### config.mk
export PLATFORM = sky130hd
export DESIGN_NAME = mandelbrot_pixel_collector
export DESIGN_NICKNAME = d
export VERILOG_FILES = /design/src/rtl/mandelbrot_pixel_collector.sv
export SDC_FILE = /design/constraint.sdc
export NUM_CORES = 1
export LEC_CHECK = 0
export CORE_MARGIN = 1.5
export CORE_UTILIZATION = 24
export CTS_BUF_LIST = sky130_fd_sc_hd__clkbuf_4 sky130_fd_sc_hd__clkbuf_8
export DETAILED_ROUTE_END_ITERATION = 16
export GPL_ROUTABILITY_DRIVEN = 0
export PLACE_DENSITY = 0.44
export SETUP_SLACK_MARGIN = 0.3
export SLEW_MARGIN = 20
export SYNTH_ARGS = -nofsm -noshare
export SYNTH_HDL_FRONTEND = slang
export SYNTH_SLANG_ARGS = --single-unit
### constraint.sdc
create_clock -name clk -period 3.35 [get_ports clk]
set_input_delay 0.67 -clock clk [delete_from_list [all_inputs] [get_ports clk]]
set_output_delay 0.67 -clock clk [all_outputs]
set_load 0.01 [all_outputs]
### src/rtl/mandelbrot_pixel_collector.sv
// Host-side pixel collector for the mandelbrot engine: issues run pulses, captures
// 4-bit pixel values, packs pixel pairs into bytes and streams them out of a FWFT FIFO.
module mandelbrot_pixel_collector #(
    parameter int WIDTH      = 320,
    parameter int HEIGHT     = 240,
    parameter int FIFO_DEPTH = 8
) (
    input  logic       clk,
    input  logic       rst,
    input  logic       start,
    output logic       eng_run,
    input  logic       eng_running,
    input  logic       eng_finished,
    input  logic [3:0] eng_ctr,
    output logic [7:0] m_data,
    output logic       m_valid,
    input  logic       m_ready,
    output logic       m_last,
    output logic       busy,
    output logic       frame_done,
    output logic       sync_err
);

    localparam int XW = (WIDTH > 1) ? $clog2(WIDTH) : 1;
    localparam int YW = (HEIGHT > 1) ? $clog2(HEIGHT) : 1;
    localparam int AW = $clog2(FIFO_DEPTH);

    localparam logic [XW-1:0] X_LAST = XW'(WIDTH - 1);
    localparam logic [YW-1:0] Y_LAST = YW'(HEIGHT - 1);
    localparam logic [AW:0]   FULL   = (AW + 1)'(FIFO_DEPTH);

    typedef enum logic [2:0] {
        S_IDLE,
        S_ISSUE,
        S_WAIT_START,
        S_WAIT_DONE,
        S_DONE
    } state_t;

    state_t        state_q, state_d;
    logic [XW-1:0] x_q, x_d;
    logic [YW-1:0] y_q, y_d;
    logic [3:0]    nib_q, nib_d;
    logic          sync_err_q, sync_err_d;
    logic          frame_done_q, frame_done_d;
    logic [AW-1:0] wr_ptr_q, wr_ptr_d;
    logic [AW-1:0] rd_ptr_q, rd_ptr_d;
    logic [AW:0]   count_q, count_d;
    logic [8:0]    mem_q [FIFO_DEPTH];
    logic [8:0]    mem_d [FIFO_DEPTH];

    logic is_last;
    logic push;
    logic pop;

    assign is_last = (x_q == X_LAST) && (y_q == Y_LAST);
    assign pop     = (count_q != '0) && m_ready;

    always_comb begin
        state_d      = state_q;
        x_d          = x_q;
        y_d          = y_q;
        nib_d        = nib_q;
        sync_err_d   = sync_err_q;
        frame_done_d = 1'b0;
        eng_run      = 1'b0;
        push         = 1'b0;

        case (state_q)
            S_IDLE, S_DONE: begin
                if (start) begin
                    state_d    = S_ISSUE;
                    x_d        = '0;
                    y_d        = '0;
                    sync_err_d = 1'b0;
                end
            end
            S_ISSUE: begin
                // Issue only with a free FIFO slot, so a later push can never overflow.
                if (count_q < FULL) begin
                    eng_run = 1'b1;
                    state_d = S_WAIT_START;
                end
            end
            S_WAIT_START: begin
                if (eng_running) begin
                    state_d = S_WAIT_DONE;
                end
            end
            S_WAIT_DONE: begin
                if (!eng_running) begin
                    if (!x_q[0]) begin
                        nib_d = eng_ctr;
                    end else begin
                        push = 1'b1;
                    end
                    sync_err_d = sync_err_q | (eng_finished != is_last);
                    if (x_q == X_LAST) begin
                        x_d = '0;
                        y_d = y_q + YW'(1);
                    end else begin
                        x_d = x_q + XW'(1);
                    end
                    if (is_last) begin
                        state_d      = S_DONE;
                        frame_done_d = 1'b1;
                    end else begin
                        state_d = S_ISSUE;
                    end
                end
            end
            default: state_d = S_IDLE;
        endcase
    end

    always_comb begin
        mem_d    = mem_q;
        wr_ptr_d = wr_ptr_q;
        rd_ptr_d = rd_ptr_q;
        count_d  = count_q;
        if (push) begin
            mem_d[wr_ptr_q] = {is_last, eng_ctr, nib_q};
            wr_ptr_d        = wr_ptr_q + AW'(1);
        end
        if (pop) begin
            rd_ptr_d = rd_ptr_q + AW'(1);
        end
        case ({push, pop})
            2'b10:   count_d = count_q + (AW + 1)'(1);
            2'b01:   count_d = count_q - (AW + 1)'(1);
            default: count_d = count_q;
        endcase
    end

    always_ff @(posedge clk or posedge rst) begin
        if (rst) begin
            state_q      <= S_IDLE;
            x_q          <= '0;
            y_q          <= '0;
            nib_q        <= '0;
            sync_err_q   <= 1'b0;
            frame_done_q <= 1'b0;
            wr_ptr_q     <= '0;
            rd_ptr_q     <= '0;
            count_q      <= '0;
            mem_q        <= '{default: '0};
        end else begin
            state_q      <= state_d;
            x_q          <= x_d;
            y_q          <= y_d;
            nib_q        <= nib_d;
            sync_err_q   <= sync_err_d;
            frame_done_q <= frame_done_d;
            wr_ptr_q     <= wr_ptr_d;
            rd_ptr_q     <= rd_ptr_d;
            count_q      <= count_d;
            mem_q        <= mem_d;
        end
    end

    assign m_valid          = (count_q != '0);
    assign {m_last, m_data} = mem_q[rd_ptr_q];
    assign busy             = (state_q == S_ISSUE) || (state_q == S_WAIT_START) ||
                              (state_q == S_WAIT_DONE);
    assign frame_done       = frame_done_q;
    assign sync_err         = sync_err_q;

endmodule
Word-level counts from Yosys, hierarchy flattened
Cells that the tools add are included.
{"block": "word_totals", "regBits": 108, "latch_bits": 0, "ramBits": 0, "romBits": 0, "in_bits": 10, "out_inout_bits": 14, "elab_cells": 92, "n_memories": 0}
{"block": "op_classes", "add_sub_neg": 6, "multipliers": 0, "div": 0, "order_cmp": 4, "eq_ne": 14, "shifts": 0, "muxes": 32, "n_bitwise": 5, "n_reduce_logical": 14}
{"op": "bitwise mux 72 bit", "count": 1}
{"op": "two-way mux 9 bit", "count": 6}
{"op": "binary-select mux 9 bit (select 3 bit)", "count": 1}
{"op": "demux 9 bit (select 3 bit)", "count": 1}
{"op": "two-way mux 8 bit", "count": 3}
{"op": "one-hot mux 9 bit (2 select lines)", "count": 1}
{"op": "one-hot mux 8 bit (2 select lines)", "count": 1}
{"op": "two-way mux 3 bit", "count": 5}
{"op": "one-hot mux 3 bit (4 select lines)", "count": 1}
{"op": "two-way mux 1 bit", "count": 10}
{"op": "inequality test 2 bit, second input constant", "count": 5}
{"op": "adder 9 x 1 -> 9 bit, second input constant", "count": 1}
{"op": "== test 9 bit, second input constant", "count": 1}
{"op": "adder 8 x 1 -> 8 bit, second input constant", "count": 1}
{"op": "== test 8 bit, second input constant", "count": 1}
{"op": ">= comparator 4 bit, second input constant", "count": 2}
{"op": "inverter 3 -> 4 bit", "count": 2}
{"op": "one-hot mux 4 bit (2 select lines)", "count": 1}
{"op": "AND reduction 4 bit", "count": 2}
{"op": "adder 3 x 1 -> 3 bit, second input constant", "count": 2}
{"op": "== test 3 x 2 -> 1 bit, second input constant", "count": 2}
{"op": "AND reduction 3 bit", "count": 2}
{"op": "adder 4 x 1 -> 4 bit, second input constant", "count": 1}
{"op": "< comparator 4 x 1 -> 1 bit, second input constant", "count": 1}
{"op": "16 further kinds", "count": 21}

Logic depth before layout (Yosys ltp)
{"block": "logic_depth", "depth_word": 6, "depth_mapped": 11, "depth_no_buf": 10}

Worst setup path after synthesis
No wires, ideal clock.
{"block": "synth_path", "path_kind": "register to register", "startpoint": "register count_q[3]", "endpoint": "register count_q[2]", "setup_time_ns": 0.125, "t_arrival_ns": 2.250, "required_ns": 3.225, "slack_ns": 0.974, "stages_incl_launch_ff": 11, "n_path_buf": 0, "period_less_slack_ns": 2.376, "cell_sequence": "dfrtp_1 or4_1 nand2_1 inv_1 ha_1 xor2_1 ha_1 a21oi_1 xor2_1 nor2_1 xor2_1"}
{"block": "synth_between", "elab_chain_cells": 4, "word_cells_on_any_way": 6, "classes_between": "eq/ne (2); mux (1); reduce/logical (3)"}
{"item": "from (decl)", "line": "48", "text": "logic [AW:0] count_q, count_d;"}
{"item": "from (signal assigned)", "line": "156", "text": "count_q <= count_d;"}
{"item": "nonzero test 4 bit *"}
{"item": "net m_valid", "line": "16", "text": "output logic m_valid,"}
{"item": "logical AND 1 bit *", "line": "57", "text": "assign pop = (count_q != '0) && m_ready;"}
{"item": "net pop", "line": "54", "text": "logic pop;"}
{"item": "== test 2 x 1 -> 1 bit / == test 2 bit (equally long branches)", "line": "128", "text": "case ({push, pop})"}
{"item": "one-hot mux 4 bit (2 select lines) / nonzero test 2 bit (equally long branches)"}
Mark *: on every way through the listed nets, which the timed path passes. The rest lies on a longest branch.
A chain may end at the register's enable or synchronous reset.

Final worst setup path
{"block": "layout_path", "startpoint": "register rd_ptr_q[0]", "endpoint": "output m_data[0]"}
{"block": "layout_between", "elab_chain_cells": 4}
{"item": "from (decl)", "line": "47", "text": "logic [AW-1:0] rd_ptr_q, rd_ptr_d;"}
{"item": "from (signal assigned)", "line": "155", "text": "rd_ptr_q <= rd_ptr_d;"}
{"item": "inverter 3 -> 4 bit (not written as such)", "line": "162", "text": "assign {m_last, m_data} = mem_q[rd_ptr_q];"}
{"item": "binary-select mux 9 bit (select 3 bit)", "line": "162"}
{"item": "two-way mux 9 bit (not written as such) (2 in a row)", "line": "162"}
{"item": "to (decl)", "line": "15", "text": "output logic [7:0] m_data,"}
Every way passes these cells. The select of a mux whose other input is x is not followed.

==> impl_metrics.sql <==
INSERT INTO impl_metrics (metric_group, metric, value, unit) VALUES
('status', 'outcome', 'complete, no violations', ''),
('layout', 'flow.area_growth_from_synthesis', '15.3', '%'),
('global_route', 'first_global_vias', '3355', ''),
('global_route', 'globalRoute.totalOverflow', '0', ''),
('layout', 'final-instance-count-excl-fill', '692', ''),
('worst_setup_path', 'setup.worst_path.end_class', 'primary output', ''),
('synthesis', 'asr_flop_ratio_synth', '1.00', ''),
('clock_tree', 'clkTransAtPathRegs', '0.09', 'ns'),
('layout', 'fill_cells', '2144', ''),
('clock_tree', 'clk_path_buf_depth', '2', ''),
('timing', 'clock-skew-final', '0.0144', 'ns'),
('global_route', 'grt.total_usage', '0.110', ''),
('worst_setup_path', 'timing_worst_setup_path_type', 'reg2out', ''),
('route', 'wl', '11.6', 'mm'),
('floorplan', 'die_area', '0.0228', 'mm2'),
('layout', 'num_antenna_cells', '0', ''),
('place', 'worst_setup_slack_before_clock_tree_synthesis', '0.415', 'ns'),
('timing', 'tightest_pin_transition', '0.712', 'ns'),
('power', 'switching_share', '0.342', ''),
('place', 'post_dp_cell_area', '0.00585', 'mm2'),
('route', 'drc', '0', ''),
('timing', 'min_period', '2.96', 'ns'),
('power', 'internal_power', '2.81', 'mW'),
('clock_tree', 'cts_sinks', '108', ''),
('power', 'power.static_leakage', '2.70', 'nW'),
('power', 'power_frac_comb', '0.340', ''),
('clock_tree', 'cts_tree', 'yes', ''),
('timing', 'setup_viol', '0', ''),
('place', 'placement.io_buffers', '23', ''),
('synthesis', 'synth_largest_area_cell', 'sky130_fd_sc_hd__dfrtp_1', ''),
('floorplan', 'core-area', '0.0213', 'mm2'),
('place', 'place_hpwl', '7.42', 'mm'),
('place', 'post-place-cells', '676', ''),
('timing', 'tns', '0', 'ns'),
('synthesis', 'post-synth-top-area-fraction', '0.514', ''),
('synthesis', 'synth-warning-count', '0', ''),
('route', 'routed-via-count', '3241', ''),
('synthesis', 'synth-seq-cells', '108', ''),
('route', 'initialDrtViolationCount', '141', ''),
('layout', 'post_route_cells_drive_above_1_share', '0.355', ''),
('clock_tree', 'cts_made_buffers', '9', ''),
('clock_tree', 'insertion_delay', '0.39', 'ns'),
('timing', 'count_of_final_hold_check_violations', '0', ''),
('power', 'power_density', '704', 'mW/mm2'),
('timing', 'fmax', '338', 'MHz'),
('worst_setup_path', 'worst_setup_path_start_kind', 'flip-flop', ''),
('timing', 'relSlewSlack', '0.525', ''),
('synthesis', 'synthesis.area_per_instance', '13.6', 'um2'),
('timing', 'slew_viol_final', '0', ''),
('clock_tree', 'clk_root_buffer_cell', 'sky130_fd_sc_hd__clkbuf_8', ''),
('power', 'netSwitchingPower', '1.46', 'mW'),
('synthesis', 'synth.lib_cells_used.distinct', '58', ''),
('floorplan', 'num_io_pins', '24', ''),
('synthesis', 'ys_seq_area_frac', '0.514', ''),
('route', 'drt.antenna.violating_nets', '0', ''),
('floorplan', 'floorplan.initialDensity', '0.247', ''),
('route', 'drt_first_pass_iters', '4', ''),
('synthesis', 'top_area_cells_in_the_synthesized_netlist', 'sky130_fd_sc_hd__dfrtp_1, sky130_fd_sc_hd__mux2_2, sky130_fd_sc_hd__mux4_2, sky130_fd_sc_hd__o21ai_0, sky130_fd_sc_hd__ha_1', ''),
('floorplan', 'die-width', '151', 'um'),
('synthesis', 'syn-cell-area', '0.00526', 'mm2'),
('layout', 'layout.nets', '430', ''),
('synthesis', 'number_of_flops_mapped_to_enable_cells_by_yosys', '0', ''),
('power', 'ir_worst_vdd', '0.000207', 'V'),
('worst_setup_path', 'crit_fanout', '16', ''),
('worst_setup_path', 'crit_arrival', '2.29', 'ns'),
('synthesis', 'postSynth.topFlopCell', 'sky130_fd_sc_hd__dfrtp_1', ''),
('route', 'drt-wirelength-per-cell', '16.8', 'um'),
('timing', 'unrepaired_setup_endpoints_after_global_routing', 'no', ''),
('global_route', 'antenna_found_initial', '0', ''),
('global_route', 'grt_first_pass_wirelength', '18.9', 'mm'),
('timing', 'final_critical_path_setup_slack', '0.391', 'ns');
Yosys cell counts (2+ instances only):
library cell and instances:
sky130_fd_sc_hd__a21oi_1 10, sky130_fd_sc_hd__and3_1 4, sky130_fd_sc_hd__inv_1 5, sky130_fd_sc_hd__buf_2 8, sky130_fd_sc_hd__xor2_1 6, sky130_fd_sc_hd__mux4_2 18, sky130_fd_sc_hd__nor2b_1 7, sky130_fd_sc_hd__buf_4 2
sky130_fd_sc_hd__clkbuf_1 5, sky130_fd_sc_hd__o21ai_0 18, sky130_fd_sc_hd__o31ai_1 8, sky130_fd_sc_hd__nand4_1 2, sky130_fd_sc_hd__mux2_2 88, sky130_fd_sc_hd__or4_1 5, sky130_fd_sc_hd__nand2_1 17, sky130_fd_sc_hd__nand3_1 7
sky130_fd_sc_hd__or3_1 2, sky130_fd_sc_hd__o22ai_1 2, sky130_fd_sc_hd__xnor2_1 6, sky130_fd_sc_hd__nor2_1 8, sky130_fd_sc_hd__o2111ai_1 2, sky130_fd_sc_hd__nand2_2 3, sky130_fd_sc_hd__nor4_1 2, sky130_fd_sc_hd__and2_1 4
sky130_fd_sc_hd__ha_1 7, sky130_fd_sc_hd__dfrtp_1 108
flip-flops by register name, summed over array words and instances (netlist names), 3 cells and up:
register	cells
nib_q	4
mem_q	72
state_q	3
x_q	9
rd_ptr_q	3
y_q	8
count_q	4
wr_ptr_q	3
through the flow:
step	hold WS, ns	utilization
2_1_floorplan	0.468	-
3_3_place_gp	0.481	0.275
3_5_place_dp	0.489	0.275
4_1_cts	0.514	0.285
5_1_grt	0.527	0.285
6_report	0.510	0.285
critical path, cell delays in order (launching register included):
cell and delay, ns:
sky130_fd_sc_hd__dfrtp_2 0.40, sky130_fd_sc_hd__buf_12 0.19, sky130_fd_sc_hd__mux4_2 0.54, sky130_fd_sc_hd__mux2_2 0.29, sky130_fd_sc_hd__clkdlybuf4s50_1 0.48
timing repair:
action | in CTS | in global routing
resized for setup | 3 | 1
endpoints found under the setup margin | 9 | 1
setup buffers | 1 | 0
power groups by stage:
stage	combinational [mW]	sequential, mW	clock (mW)
floorplan	1.13	1.85	0
global placement	1.41	2.02	0
detailed placement	1.45	2.04	0
CTS	1.48	2.01	0.859
global route	1.61	2.07	0.898
finish	1.45	2.00	0.821
path summary, 6_finish.rpt:
| kind | from | end | slack [ns] | depth (start not counted) |
|---|---|---|---|---|
| worst max register to register | count_q[3] | count_q[2] | 0.82 | 10 |
| worst min-delay path | sync_err | sync_err | 0.51 | 2 |
| max in group asynchronous | rst | nib_q[0] | 1.95 | 3 |
| worst min register to register | sync_err | sync_err | 0.51 | 2 |
| min in group asynchronous | rst | mem_q[53] | 0.70 | 2 |
| worst max-delay path | rd_ptr_q[0] | m_data[0] | 0.39 | 4 |
logic make-up (layout without fill, tap and decap cells):
group	after synthesis	count (layout)	synth area share
multiplexers	107	107	0.267
XOR/XNOR	12	12	0.0200
AND/OR/NAND/NOR	77	77	0.0975
AO/OA/AOI/OAI	52	52	0.0630
buffers and inverters	23	54	0.0219
adder cells (fa/ha/maj)	7	7	0.0166
flip-flops	108	108	0.514
cell usage in the layout (no fill, tap or decap), types with 2 or more instances in the layout:
| cell | instances |
|---|---|
| sky130_fd_sc_hd__clkinv_4 | 3 |
| sky130_fd_sc_hd__dfrtp_1 | 107 |
| sky130_fd_sc_hd__o21ai_0 | 18 |
| sky130_fd_sc_hd__xor2_1 | 6 |
| sky130_fd_sc_hd__buf_12 | 3 |
| sky130_fd_sc_hd__clkdlybuf4s50_1 | 23 |
| sky130_fd_sc_hd__clkinvlp_4 | 2 |
| sky130_fd_sc_hd__or4_1 | 5 |
| sky130_fd_sc_hd__a21oi_1 | 10 |
| sky130_fd_sc_hd__nand3_1 | 7 |
| sky130_fd_sc_hd__and2_1 | 4 |
| sky130_fd_sc_hd__nand2_2 | 3 |
| sky130_fd_sc_hd__mux4_2 | 18 |
| sky130_fd_sc_hd__o22ai_1 | 2 |
| sky130_fd_sc_hd__clkbuf_8 | 9 |
| sky130_fd_sc_hd__and3_1 | 4 |
| sky130_fd_sc_hd__o31ai_1 | 8 |
| sky130_fd_sc_hd__o2111ai_1 | 2 |
| sky130_fd_sc_hd__nand2_1 | 17 |
| sky130_fd_sc_hd__or3_1 | 2 |
| sky130_fd_sc_hd__nor2_1 | 8 |
| sky130_fd_sc_hd__inv_1 | 4 |
| sky130_fd_sc_hd__mux2_2 | 88 |
| sky130_fd_sc_hd__xnor2_1 | 6 |
| sky130_fd_sc_hd__buf_4 | 8 |
| sky130_fd_sc_hd__nand4_1 | 2 |
| sky130_fd_sc_hd__nor2b_1 | 7 |
| sky130_fd_sc_hd__ha_1 | 7 |
layer usage:
| metal | share of wire | vias to the layer above | GRT usage |
|---|---|---|---|
| met1 | 0.48 | 1691 | 0.149 |
| met5 | 0 | - | 0 |
| met4 | 0.022 | 0 | 0.0544 |
| li1 | - | 1494 | - |
| met2 | 0.47 | 40 | 0.174 |
| met3 | 0.020 | 16 | 0.0148 |
final cells by class:
class | count | area (um2) | share of cell area
flip-flops and latches | 108 | 2700 | 0.446
multi-input cells | 255 | 2450 | 0.404
repair buffers | 34 | 350 | 0.0578
well taps | 275 | 344 | 0.0567
clock buffers | 10 | 131 | 0.0217
clock inverters | 5 | 63.8 | 0.0105
inverters | 5 | 22.5 | 0.00371
(Power assumes the default switching activity.)
